## src/rtl/simple_unit_with_param_hs_pipe.sv

```systemverilog
// Parametrised valid/ready register pipeline: DEPTH handshaked stages from channel a to b,
// full throughput through a combinational ready chain, plus a registered occupancy count.
module simple_unit_with_param_hs_pipe #(
    parameter  int DATA_WIDTH = 2,
    parameter  int DEPTH      = 2,
    localparam int CNT_WIDTH  = $clog2(DEPTH + 1)
) (
    input  logic                  clk,
    input  logic                  rst,
    input  logic [DATA_WIDTH-1:0] a_data,
    input  logic                  a_vld,
    output logic                  a_rd,
    output logic [DATA_WIDTH-1:0] b_data,
    output logic                  b_vld,
    input  logic                  b_rd,
    output logic [CNT_WIDTH-1:0]  occupancy
);

    if (DEPTH < 1 || DEPTH > 16) begin : g_bad_depth
        $error("simple_unit_with_param_hs_pipe: DEPTH must be in 1..16");
    end
    if (DATA_WIDTH < 1) begin : g_bad_width
        $error("simple_unit_with_param_hs_pipe: DATA_WIDTH must be >= 1");
    end

    logic [DEPTH-1:0]      vld_q, vld_d;
    logic [DATA_WIDTH-1:0] data_q [DEPTH];
    logic [DATA_WIDTH-1:0] data_d [DEPTH];
    logic [DEPTH-1:0]      src_vld;
    logic [DATA_WIDTH-1:0] src_data [DEPTH];
    logic [DEPTH-1:0]      rdy;
    logic [CNT_WIDTH-1:0]  occ_q, occ_d;
    logic                  a_fire;
    logic                  b_fire;

    // Each stage is fed from the stage before it; stage 0 is fed from channel a.
    for (genvar g = 0; g < DEPTH; g++) begin : g_src
        if (g == 0) begin : g_head
            assign src_vld[g]  = a_vld;
            assign src_data[g] = a_data;
        end else begin : g_body
            assign src_vld[g]  = vld_q[g-1];
            assign src_data[g] = data_q[g-1];
        end
    end

    // A stage can load when it or any stage downstream of it has a hole, or the sink takes
    // a word. Built as a running OR from the output end so no bit of rdy reads another.
    always_comb begin
        logic acc;
        // NOTE: blocking '=' in combinational logic so acc carries its new value to the
        // next loop iteration; '<=' is only ever used for flops.
        acc = b_rd;
        rdy = '0;
        for (int i = DEPTH - 1; i >= 0; i--) begin
            acc    = acc || !vld_q[i];
            rdy[i] = acc;
        end
    end

    // NOTE: every output of this block is given its hold value first, so a stage that is
    // not ready keeps its contents and no latch is inferred.
    always_comb begin
        vld_d  = vld_q;
        data_d = data_q;
        for (int i = 0; i < DEPTH; i++) begin
            if (rdy[i]) begin
                vld_d[i]  = src_vld[i];
                data_d[i] = src_data[i];
            end
        end
    end

    assign a_fire = a_vld && rdy[0];
    assign b_fire = vld_q[DEPTH-1] && b_rd;

    always_comb begin
        occ_d = occ_q;
        if (a_fire && !b_fire) begin
            occ_d = occ_q + 1'b1;
        end else if (b_fire && !a_fire) begin
            occ_d = occ_q - 1'b1;
        end
    end

    always_ff @(posedge clk) begin
        if (rst) begin
            vld_q <= '0;
            occ_q <= '0;
            // NOTE: the data registers are cleared as well, so b_data reads zero after
            // reset instead of leaking a discarded word.
            for (int i = 0; i < DEPTH; i++) begin
                data_q[i] <= '0;
            end
        end else begin
            // NOTE: non-blocking '<=' for every flop so all stages shift on the same edge
            // using the values from before it.
            vld_q  <= vld_d;
            data_q <= data_d;
            occ_q  <= occ_d;
        end
    end

    assign a_rd      = rdy[0];
    assign b_vld     = vld_q[DEPTH-1];
    assign b_data    = data_q[DEPTH-1];
    assign occupancy = occ_q;

    // The counter is kept separately for timing; it must always agree with the valid bits.
    occupancy_matches_valids : assert property (
        @(posedge clk) disable iff (rst) int'(occ_q) == $countones(vld_q)
    );

endmodule

```

## config.mk

```make
export PLATFORM = sky130hd
export DESIGN_NAME = simple_unit_with_param_hs_pipe
export DESIGN_NICKNAME = d
export VERILOG_FILES = /design/src/rtl/simple_unit_with_param_hs_pipe.sv
export SDC_FILE = /design/constraint.sdc
export NUM_CORES = 1
export LEC_CHECK = 0
export BUFFER_PORTS_ARGS = -buffer_cell sky130_fd_sc_hd__buf_2
export CAP_MARGIN = 20
export CORE_AREA = 2 2 39 41
export CTS_CLUSTER_DIAMETER = 60
export CTS_CLUSTER_SIZE = 10
export DETAILED_ROUTE_END_ITERATION = 12
export DIE_AREA = 0 0 41 43
export SKIP_CTS_REPAIR_TIMING = 1
export SYNTH_ARGS = -nofsm -noshare
export SYNTH_HDL_FRONTEND = slang
export SYNTH_SLANG_ARGS = --single-unit
```

## constraint.sdc

```tcl
create_clock -name clk -period 2.55 [get_ports clk]
set_clock_uncertainty 0.05 [all_clocks]
set_input_delay 0.51 -clock clk [delete_from_list [all_inputs] [get_ports clk]]
set_output_delay 0.51 -clock clk [all_outputs]
set_load 0.02 [all_outputs]
```

### Word level (Yosys, flattened, before mapping)

Cells that the tools add are included.

| storage, ports and cells | value |
|---|---|
| register bits after elaboration | 8 |
| input port bits | 6 |
| output and inout port bits | 6 |
| logic and storage cells | 20 |

| cells by class | value |
|---|---|
| add/subtract/negate cells | 2 |
| muxes and demuxes | 2 |
| reduce and logical (&&, ||, !) cells | 11 |

Operators with widths:

| kind | number |
|---|---|
| 1-bit logical AND | 4 |
| 1-bit zero test | 4 |
| 2-bit 2-to-1 mux | 2 |
| 2-bit by 1-bit adder with 2-bit output (second input constant) | 1 |
| 1-bit logical OR | 2 |
| 2-bit nonzero test | 1 |
| 2-bit by 1-bit subtractor with 2-bit output (second input constant) | 1 |

### Longest topological paths before layout

Gate-level depths: netlist (run 1).

| logic depth | value |
|---|---|
| depth in word-level cells | 8 |
| depth in mapped cells | 6 |
| gate-level depth less buffers | 6 |

### Worst setup path before layout (run 1)

OpenSTA, ideal clock, no wires.

| path | value |
|---|---|
| path type | in2reg |
| start | input port b_rd |
| end | register occ_q[1] (netlist: occupancy[1]) |
| setup time | 70 ps |
| arrival time | 1929 ps |
| data required time | 2430 ps |
| setup slack | 501 ps |
| cell stages on the path | 5 |
| path buffers | 0 |
| cell sequence | nand3b_1 > and2_1 > ha_1 > or3_1 > a21oi_1 |

| between the ends | value |
|---|---|
| word-level cells in the longest chain between the ends | 6 |
| elaborated cells between the ends (all ways) | 10 |
| those cells by class | mux (1); reduce/logical (9) |

Ends and longest elaborated chain:

| element | RTL line | text |
|---|---|---|
| start, declared | 15 | `input logic b_rd,` |
| 1-bit logical OR (2 in series) | 56 | `acc = acc \|\| !vld_q[i];` |
| 1-bit logical AND | 74 | `assign a_fire = a_vld && rdy[0];` |
| 1-bit zero test | 81 | `end else if (b_fire && !a_fire) begin` |
| 1-bit logical AND | 81 |  |
| 2-bit nonzero test (no line) | -- |  |
| end signal, assigned | 89 | `occ_q <= '0;` |
| end signal, assigned | 100 | `occ_q <= occ_d;` |
| end, declared | 32 | `logic [CNT_WIDTH-1:0] occ_q, occ_d;` |

Parallel ways exist; a longest one is shown, timed or not.
A chain may end at the register's enable or synchronous reset.

### Final worst setup path (run 1)

Ends and elaborated chain as after synthesis.

==> summary.md, run 1 <==
| Metric | Value |
|---|---|
| CP required | 2.69 ns |
| Combinational share of power | 15.2% |
| DRC | 0 |
| Critical R2R Launch | vld_q[1] |
| Switch Pwr | 72.5 µW |
| Initial antenna violation count | 0 |
| Sequential Power Share | 50.5% |
| Post-Syn Nets | 41 |
| Initial DRT Pass Iterations | 1 |
| FF/Latch Area | 160 µm² |
| Slew margin rel. | 85.4% |
| Final worst-path cycle share | 70.5% |
| Slowest stage delay, CP | 0.38 ns |
| Kind of critical path | primary input to flip-flop |
| Die Area | 0.00176 mm² |
| Max Root-Sink Buffers | 2 |
| Routability cong. | 0.611 |
| Max FO, Critical Path | 5 |
| Synth cell types | 15 |
| Port Buffer Count | 11 |
| Hold crit path type | flip-flop to flip-flop |
| Final instance area | 404 µm² |
| Initial Util | 23.5% |
| N_diodes | 0 |
| TNS Setup | 0 ns |
| Post-Syn Area | 325 µm² |
| Top cells by area, synth | dfxtp_1 (49%), mux2i_1 (12%), nor2_1 (5.8%) |
| Worst-skew pair later-pin latency | 0.25 ns |
| Routed vias | 262 |
| Global route total overflow | 0 |
| Die Width | 41 µm |
| FILL cells | 161 |
| Vias per cell | 4.30 |
| Proportion of layout cells with a drive suffix above 1 | 31.1% |
| Crit end category | flip-flop |
| Internal cell power | 207 µW |
| Rows | 14 |
| Placed Area | 382 µm² |
| Iter 0 DRT Violations | 0 |
| Post-DRT Antenna Nets | 0 |
| PD cells | 692 mW/mm² |
| Yosys reg bits | 8 |
| Outcome | finished, final reports clean |
| Clk root buf | clkbuf_4 |
| Syn Area/Cell | 9.57 µm² |
| F_max | 0.556 GHz |
| Min Tclk post-route | 1.80 ns |
| Largest net degree at the start of global routing | 9 |
| Num CTS Buffers | 3 |
| P&R area growth vs syn | 24.2% |
| Slew Viols, Final | 0 |
| H-tree Lvls | 1 |
| Synth warnings | 0 |
| CORE AREA | 0.00138 mm² |
| Worst Path Arrival | 1.94 ns |
| Sw frac | 25.9% |
| Slowest CP cell | or3_1 |
| Drt wl/cell | 9.48 µm |
| Area of the multi-input gates | 139 µm² |
| Number of max-cap violations | 0 |
| Final hold vios | 0 |
| CTS tree | built |
| Register area share after synthesis | 49.2% |
| Worst-margin pin slew | 0.218 ns |
| Clock power share | 34.3% |
| Crit. Startpoint | b_rd |
| R2R Setup Slk | 0.81 ns |
| Clock-pin slew on the worst setup and hold paths | 0.05 ns |
| Final wirelength | 578 µm |
| Leakage | 0.000214 µW |
| Synth top area share | 49.2% |
| Crit start category | primary input |
| Commonest cells after routing, fill and taps aside | buf_2 (11), dfxtp_1 (8), nor2_1 (5) |
| Die Span Y | 43 µm |
| Final setup fails | 0 |
| Synth Instances | 34 |
| GRT Util Overall | 8.06% |
| R2R Path End | occupancy[1] |
| FF-to-FF path depth | 5 |
| CP Cell Sequence | buf_2, nand3b_1, and2_1, ha_1, or3_1, a21oi_1 |
| Unrepaired setup endpoints after global routing | no |
| Num ports | 12 |
| Setup crit end | occupancy[1] |
| Vias in the first global route | 240 |
| Global-route wire length before repair | 841 µm |
| # nets final | 54 |
| HPWL Detailed | 442 µm |
| Most common cell after layout, fill and taps aside | buf_2 |
| Peak VDD IR | 157 µV |
| Leading area contributor after synthesis | dfxtp_1 |
| Clk sink count | 8 |
-- registers in the layout, summed over array words and instances, names as in the netlist --
name       count
data_q         2
b_data         2
occupancy      2
vld_q          2
-- power by group through the flow --
stage                     Combinational, µW  Clock [µW]  Sequential (µW)
after floorplan                        24.2           0              150
after global placement                 42.2           0              144
after detailed placement               42.9           0              144
after CTS                              43.3        99.6              141
after global routing                   46.7         111              142
final                                  42.7        95.9              141
-- final cells by class --
cell class	count	area share, %
clock buffers	3	5.57
flip-flops and latches	8	39.6
well taps	16	4.95
inverters	2	1.86
repair buffers	11	13.6
multi-input cells	21	34.4
-- per-stage QoR --
stage	cells	hold slack, ns	util, %	setup slack [ns]	total power (µW)
finish	61	0.400	29.2	0.753	280
global route	61	0.430	29.2	0.677	300
CTS	61	0.404	29.2	0.740	284
detailed placement	58	0.389	27.6	0.480	187
global placement	58	0.392	27.6	0.528	186
floorplan	34	0.376	-	0.501	174
-- cell usage after synthesis (all sizes together) --
master,instances
nand2,1
or3,1
a21oi,3
buf,2
nand2b,1
inv,2
o21ai,1
nand3b,1
xor2,2
ha,1
clkbuf,1
and2,1
nor2,5
mux2i,4
dfxtp,8
-- how the worst min path moves through the flow --
stage | from | endpoint | slack (ns) | depth (start not counted)
global route | vld_q[0] | vld_q[1] | 0.43 | 2
floorplan | vld_q[0] | vld_q[1] | 0.38 | 2
finish | vld_q[0] | vld_q[1] | 0.40 | 2
global placement | vld_q[0] | vld_q[1] | 0.39 | 2
CTS | vld_q[0] | vld_q[1] | 0.40 | 2
detailed placement | vld_q[0] | vld_q[1] | 0.39 | 2
-- critical path: cells and delay by family --
kind / cells / cell delay, ns
buffers and inverters: 1 / 0.11
AND/OR/NAND/NOR: 3 / 0.86
adder cells (fa/ha/maj): 1 / 0.33
AO/OA/AOI/OAI: 1 / 0.13
-- logic make-up after synthesis --
logic type / count (synthesis) / synth area share [%]
DFF: 8 / 49.2
and+or+nand+nor: 10 / 15.0
xor gates and xnor gates: 2 / 5.39
adders and majority gates: 1 / 3.85
buffers and inverters: 5 / 8.08
muxes: 4 / 12.3
AOI/OAI and AO/OA: 4 / 6.15
-- metal layers --
| layer | GRT usage (%) | wire length (µm) | up-vias |
|---|---|---|---|
| met5 | 0 | 0 | - |
| met4 | 14.0 | 37 | 0 |
| met3 | 0 | 19 | 4 |
| met2 | 11.9 | 267 | 10 |
| met1 | 6.82 | 254 | 116 |
| li1 | - | - | 132 |
No activity file was read; power rests on OpenSTA's default activity.
==> run 2, diff against run 1 <==
--- a/config.mk
+++ b/config.mk
@@ -5,6 +5,7 @@
 export SDC_FILE = /design/constraint.sdc
 export NUM_CORES = 1
 export LEC_CHECK = 0
+export ABC_AREA = 1
 export BUFFER_PORTS_ARGS = -buffer_cell sky130_fd_sc_hd__buf_2
 export CAP_MARGIN = 20
 export CORE_AREA = 2 2 39 41
==> constraint.sdc (replaced) <==
create_clock -name clk -period 1.7 [get_ports clk]
set_clock_uncertainty 0.05 [all_clocks]
set_input_delay 0.34 -clock clk [delete_from_list [all_inputs] [get_ports clk]]
set_output_delay 0.34 -clock clk [all_outputs]
set_load 0.02 [all_outputs]
==> run 2 against run 1 <==
Net effect:
- utilization rose by 3.7 points
- via count rose by 21%
- clock-buffer cell count stayed put
- first-iteration DRC count is 9 higher
- synthesized cell count rose by 44%
- critical endpoint unchanged
- total power increased by 53%
- sequential power increased by 51%
- non-clock buffer count did not move
- register-to-register slack got worse by 0.57 ns
==> summary.md, run 2 <==
| Metric | Value |
|---|---|
| Met1 WL | 329 µm |
| Clk root buf | clkbuf_4 |
| Clk sink count | 8 |
| Final worst-path cycle share | 86.0% |
| Clock-pin slew on the worst setup and hold paths | 0.05 ns |
| Slew margin rel. | 90.0% |
| H-tree Lvls | 1 |
| R2R Path End | occupancy[1] |
| CP required | 1.84 ns |
| Post-DRT Antenna Nets | 0 |
| Synth cell types | 15 |
| P&R area growth vs syn | 22.1% |
| Internal cell power | 310 µW |
| Worst-skew pair later-pin latency | 0.25 ns |
| Synth Instances | 49 |
| Synth warnings | 0 |
| CTS tree | built |
| HPWL Detailed | 500 µm |
| Post-layout util | 32.9% |
| Synth Area in Compound Gates | 11.7% |
| CORE AREA | 0.00138 mm² |
| Register area share after synthesis | 43.0% |
| Unrepaired setup endpoints after global routing | no |
| Post-synthesis mux area share | 0% |
| Switch Pwr | 117 µW |
| Met2 WL | 291 µm |
| Synth top area share | 43.0% |
| Clock power share | 33.5% |
| Top cells by area, synth | dfxtp_1 (43%), nor2_1 (10%), nand2_4 (9.1%) |
| Iter 0 DRT Violations | 9 |
| FF-to-FF path depth | 11 |
| Vias in the first global route | 261 |
| Hold crit path type | primary input to flip-flop |
| N_diodes | 0 |
| Initial Util | 26.9% |
| Number of synthesized flops with an enable pin | 0 |
| # nets final | 70 |
| Final setup fails | 0 |
| Slew Viols, Final | 0 |
| Die Width | 41 µm |
| Syn Area/Cell | 7.61 µm² |
| Routed vias | 318 |
| Highest metal layer with signal wires | met3 |
| Worst-margin pin slew | 0.148 ns |
| Combinational share of power | 16.6% |
| Sequential Power Share | 49.8% |
| Kind of critical path | flip-flop to flip-flop |
| Drt wl/cell | 8.64 µm |
| TNS Setup | 0 ns |
| Proportion of layout cells with a drive suffix above 1 | 37.7% |
| Count leader, synth | nor2_1 |
| Commonest cells after routing, fill and taps aside | buf_2 (11), nor2_1 (10), dfxtp_1 (8) |
| Largest family of logic cells by synthesized area | simple AND/OR/NAND/NOR gates |
| Global route total overflow | 0 |
| Number of max-cap violations | 0 |
| Crit start category | flip-flop |
| GRT Util Overall | 8.85% |
| Critical R2R Launch | vld_q[1] |
| Min Tclk post-route | 1.46 ns |
| Crit. Startpoint | vld_q[1] |
| FFs w/ async S/R, synth | 0% |
| Die Span Y | 43 µm |
| Num ports | 12 |
| Sw frac | 27.5% |
| DR WL met3 | 44 µm |
| Main flop type after synthesis | dfxtp_1 |
| Commonest cells in the netlist | nor2_1 (10), dfxtp_1 (8), inv_1 (5), nand2_1 (5) |
| Hold Slack | 0.237 ns |
| F_max | 0.684 GHz |
| Vias per cell | 4.13 |
| Post-Syn Nets | 56 |
| Leakage | 0.000251 µW |
| Worst Path Arrival | 1.60 ns |
| Synth Area in XOR/XNOR | 0% |
| Max Root-Sink Buffers | 2 |
| Most common cell after layout, fill and taps aside | buf_2 |
| Setup crit end | occupancy[1] |
| Routability cong. | 0.705 |
| Yosys reg bits | 8 |
| Post-Syn Area | 373 µm² |
| Rows | 14 |
| PD cells | 938 mW/mm² |
| Initial antenna violation count | 0 |
| Outcome | finished, final reports clean |
| Num CTS Buffers | 3 |
| DRC | 0 |
| Initial DRT Pass Iterations | 3 |
| Simple-gate share of the synthesized area | 27.2% |
| R2R Setup Slk | 0.24 ns |
| Port Buffer Count | 11 |
| Peak VDD IR | 279 µV |
| Final wirelength | 665 µm |
| Post-synthesis adder-cell area fraction | 3.36% |
| Leading area contributor after synthesis | dfxtp_1 |
| Final hold vios | 0 |
| Largest net degree at the start of global routing | 7 |
| Global-route wire length before repair | 972 µm |
| Die Area | 0.00176 mm² |
| Max FO, Critical Path | 5 |
| Crit end category | flip-flop |
[run 2: per-stage QoR]
stage | cells | total power, µW | setup WS, ns | instance area, µm²
global route | 77 | 462 | 0.122 | 455
floorplan | 49 | 268 | 0.158 | 373
detailed placement | 74 | 288 | 0.126 | 433
CTS | 77 | 436 | 0.219 | 455
finish | 77 | 427 | 0.238 | 455
global placement | 74 | 287 | 0.143 | 433
[run 2: power groups by stage]
stage	clock, µW	combinational (µW)	sequential, µW
after floorplan	0	44.0	224
after global placement	0	70.4	217
after detailed placement	0	71.3	217
after CTS	151	71.7	213
after global routing	168	79.8	214
final	143	71.0	213
[run 2: worst min path at each step]
stage                          from  depth (start not counted)  slack [ns]        end
after floorplan                 rst                          1        0.35   vld_q[0]
after global placement    data_q[2]                          2        0.43  data_q[2]
after detailed placement  data_q[3]                          2        0.43  data_q[3]
after CTS                       rst                          2        0.22   vld_q[0]
after global routing            rst                          2        0.23   vld_q[0]
final                           rst                          2        0.24   vld_q[0]
[run 2: cell type report]
class	instances	area, µm²
fill	154	928
sequential	8	160
multi-input combinational	29	158
timing repair buffer	11	55.1
inverter	10	40.0
clock buffer	3	22.5
tap	16	20.0
[run 2: kinds of logic after synthesis]
group	Yosys count
flip-flops	8
AO/OA/AOI/OAI	8
adder cells (fa/ha/maj)	1
AND/OR/NAND/NOR	20
buffers and inverters	12
[run 2: layer usage]
layer	global-route usage, %	vias to the layer above
li1	-	175
met1	10.0	133
met2	10.9	10
met3	3.66	0
met4	10.0	0
met5	0	-
[run 2: worst max-delay path, cell delays in order (launching register included)]
cell     delay, ns
dfxtp_1       0.38
nand2_4       0.09
inv_4         0.07
nand2_4       0.07
nand2_4       0.07
inv_2         0.03
ha_1          0.27
inv_1         0.11
nand3_1       0.08
nand2_1       0.06
inv_1         0.03
nor2_1        0.08
==> run 3, diff against run 2 <==
--- a/config.mk
+++ b/config.mk
@@ -13,6 +13,8 @@
 export CTS_CLUSTER_SIZE = 10
 export DETAILED_ROUTE_END_ITERATION = 12
 export DIE_AREA = 0 0 41 43
+export GPL_ROUTABILITY_DRIVEN = 0
+export PLACE_DENSITY_LB_ADDON = 0.08
 export SKIP_CTS_REPAIR_TIMING = 1
 export SYNTH_ARGS = -nofsm -noshare
 export SYNTH_HDL_FRONTEND = slang
==> run 3 against run 2 <==
Net effect:
- sequential power about the same
- flip-flop and latch count is the same
- non-clock buffer count is the same
- clock power hardly changed
- largest power group unchanged
- clock-buffer cell count did not move
- cell area is the same
- die area is the same
==> summary.md, run 3 (synthesis gave the netlist of run 2 again) <==
| Metric | Value |
|---|---|
| Outcome | finished, final reports clean |
| Num ports | 12 |
| P&R area growth vs syn | 22.1% |
| Clk root buf | clkbuf_4 |
| CP required | 1.84 ns |
| CTS tree | built |
| Initial DRT Pass Iterations | 3 |
| Slowest stage delay, CP | 0.38 ns |
| Max Root-Sink Buffers | 2 |
| Area of the multi-input gates | 158 µm² |
| FF/Latch Area | 160 µm² |
| Initial Util | 26.9% |
| CORE AREA | 0.00138 mm² |
| Most common cell after layout, fill and taps aside | buf_2 |
| Num CTS Buffers | 3 |
| Hold Slack | 0.228 ns |
| Proportion of layout cells with a drive suffix above 1 | 37.7% |
| HPWL Detailed | 589 µm |
| Clock-pin slew on the worst setup and hold paths | 0.06 ns |
| TNS Setup | 0 ns |
| Die Width | 41 µm |
| Slew Viols, Final | 0 |
| Vias in the first global route | 274 |
| F_max | 0.680 GHz |
| Global route total overflow | 0 |
| Clk sink count | 8 |
| Crit path top cell by count | nand2_4 |
| Peak VDD IR | 364 µV |
| Unrepaired setup endpoints after global routing | no |
| Total power | 427 µW |
| Global-route wire length before repair | 1.14 mm |
| Final hold vios | 0 |
| Drt wl/cell | 9.32 µm |
| # nets final | 70 |
| Routed vias | 311 |
| Max FO, Critical Path | 5 |
| Die Area | 0.00176 mm² |
| Initial antenna violation count | 0 |
| Iter 0 DRT Violations | 2 |
| Hold crit path type | primary input to flip-flop |
| Min Tclk post-route | 1.47 ns |
| H-tree Lvls | 1 |
| Port Buffer Count | 11 |
| Post-layout util | 32.9% |
| Final setup fails | 0 |
| Final wirelength | 718 µm |
| PD cells | 937 mW/mm² |
| Rows | 14 |
| Largest net degree at the start of global routing | 7 |
| Leakage | 0.000251 µW |
| Crit start category | flip-flop |
| Commonest cells after routing, fill and taps aside | buf_2 (11), nor2_1 (10), dfxtp_1 (8) |
| Post-DRT Antenna Nets | 0 |
| GRT Util Overall | 10.5% |
| CP Cell Sequence | nand2_4, inv_4, nand2_4, nand2_4, inv_2, ha_1, inv_1, nand3_1, nand2_1, inv_1, nor2_1 |
| Vias per cell | 4.04 |
| Number of max-cap violations | 0 |
| Slew margin rel. | 88.1% |
| DRC | 0 |
| Worst Path Arrival | 1.61 ns |
| Die Span Y | 43 µm |
| Crit end category | flip-flop |
| Kind of critical path | flip-flop to flip-flop |
| Non-filler cells, final | 77 |
| Slowest CP cell | dfxtp_1 |
| Dpl cells | 74 |
| N_diodes | 0 |
| Worst-margin pin slew | 0.178 ns |
| Final worst-path cycle share | 86.6% |
| FILL cells | 163 |
| Worst-skew pair later-pin latency | 0.25 ns |
-- run 3: cell counts in the layout (fill, tap and decap cells not counted) --
No cell type changed its count.
-- run 3: critical path, delay by kind of cell (launching register included) --
kind                     cells  cell delay, ns
buffers and inverters        4            0.24
AND/OR/NAND/NOR              6            0.46
flip-flops                   1            0.38
adder cells (fa/ha/maj)      1            0.27
-- run 3: final timing paths --
path             start  depth (start not counted)            to  slack [ns]
max           vld_q[1]                         11  occupancy[1]        0.23
min                rst                          2      vld_q[0]        0.23
max reg2reg   vld_q[1]                         11  occupancy[1]        0.23
min reg2reg  data_q[2]                          2     data_q[2]        0.44
-- run 3: routing by layer --
metal	vias to the layer above	GRT usage, %	routed length (µm)
met3	2	4.71	63
met1	124	12.6	345
met5	-	0	0
met4	0	8.00	4
met2	12	13.8	305
li1	173	-	-
-- run 3: report_power, final --
group	leakage [µW]	internal (µW)	total [µW]	switching, µW
registers	0.0000664	202	213	11.3
logic	0.000171	27.2	70.9	43.8
clock network	0.0000138	80.6	142	61.8
total	0.000251	310	427	117
-- run 3: layout make-up --
class	instances	area share, %
inverter	10	8.79
sequential	8	35.2
timing repair buffer	11	12.1
clock buffer	3	4.95
tap	16	4.40
multi-input combinational	29	34.6
-- run 3: per-stage QoR --
step	setup WS [ns]	cell area, µm²
after global placement	0.124	433
after global routing	0.0865	455
after detailed placement	0.114	433
after floorplan	0.158	373
final	0.228	455
after CTS	0.204	455
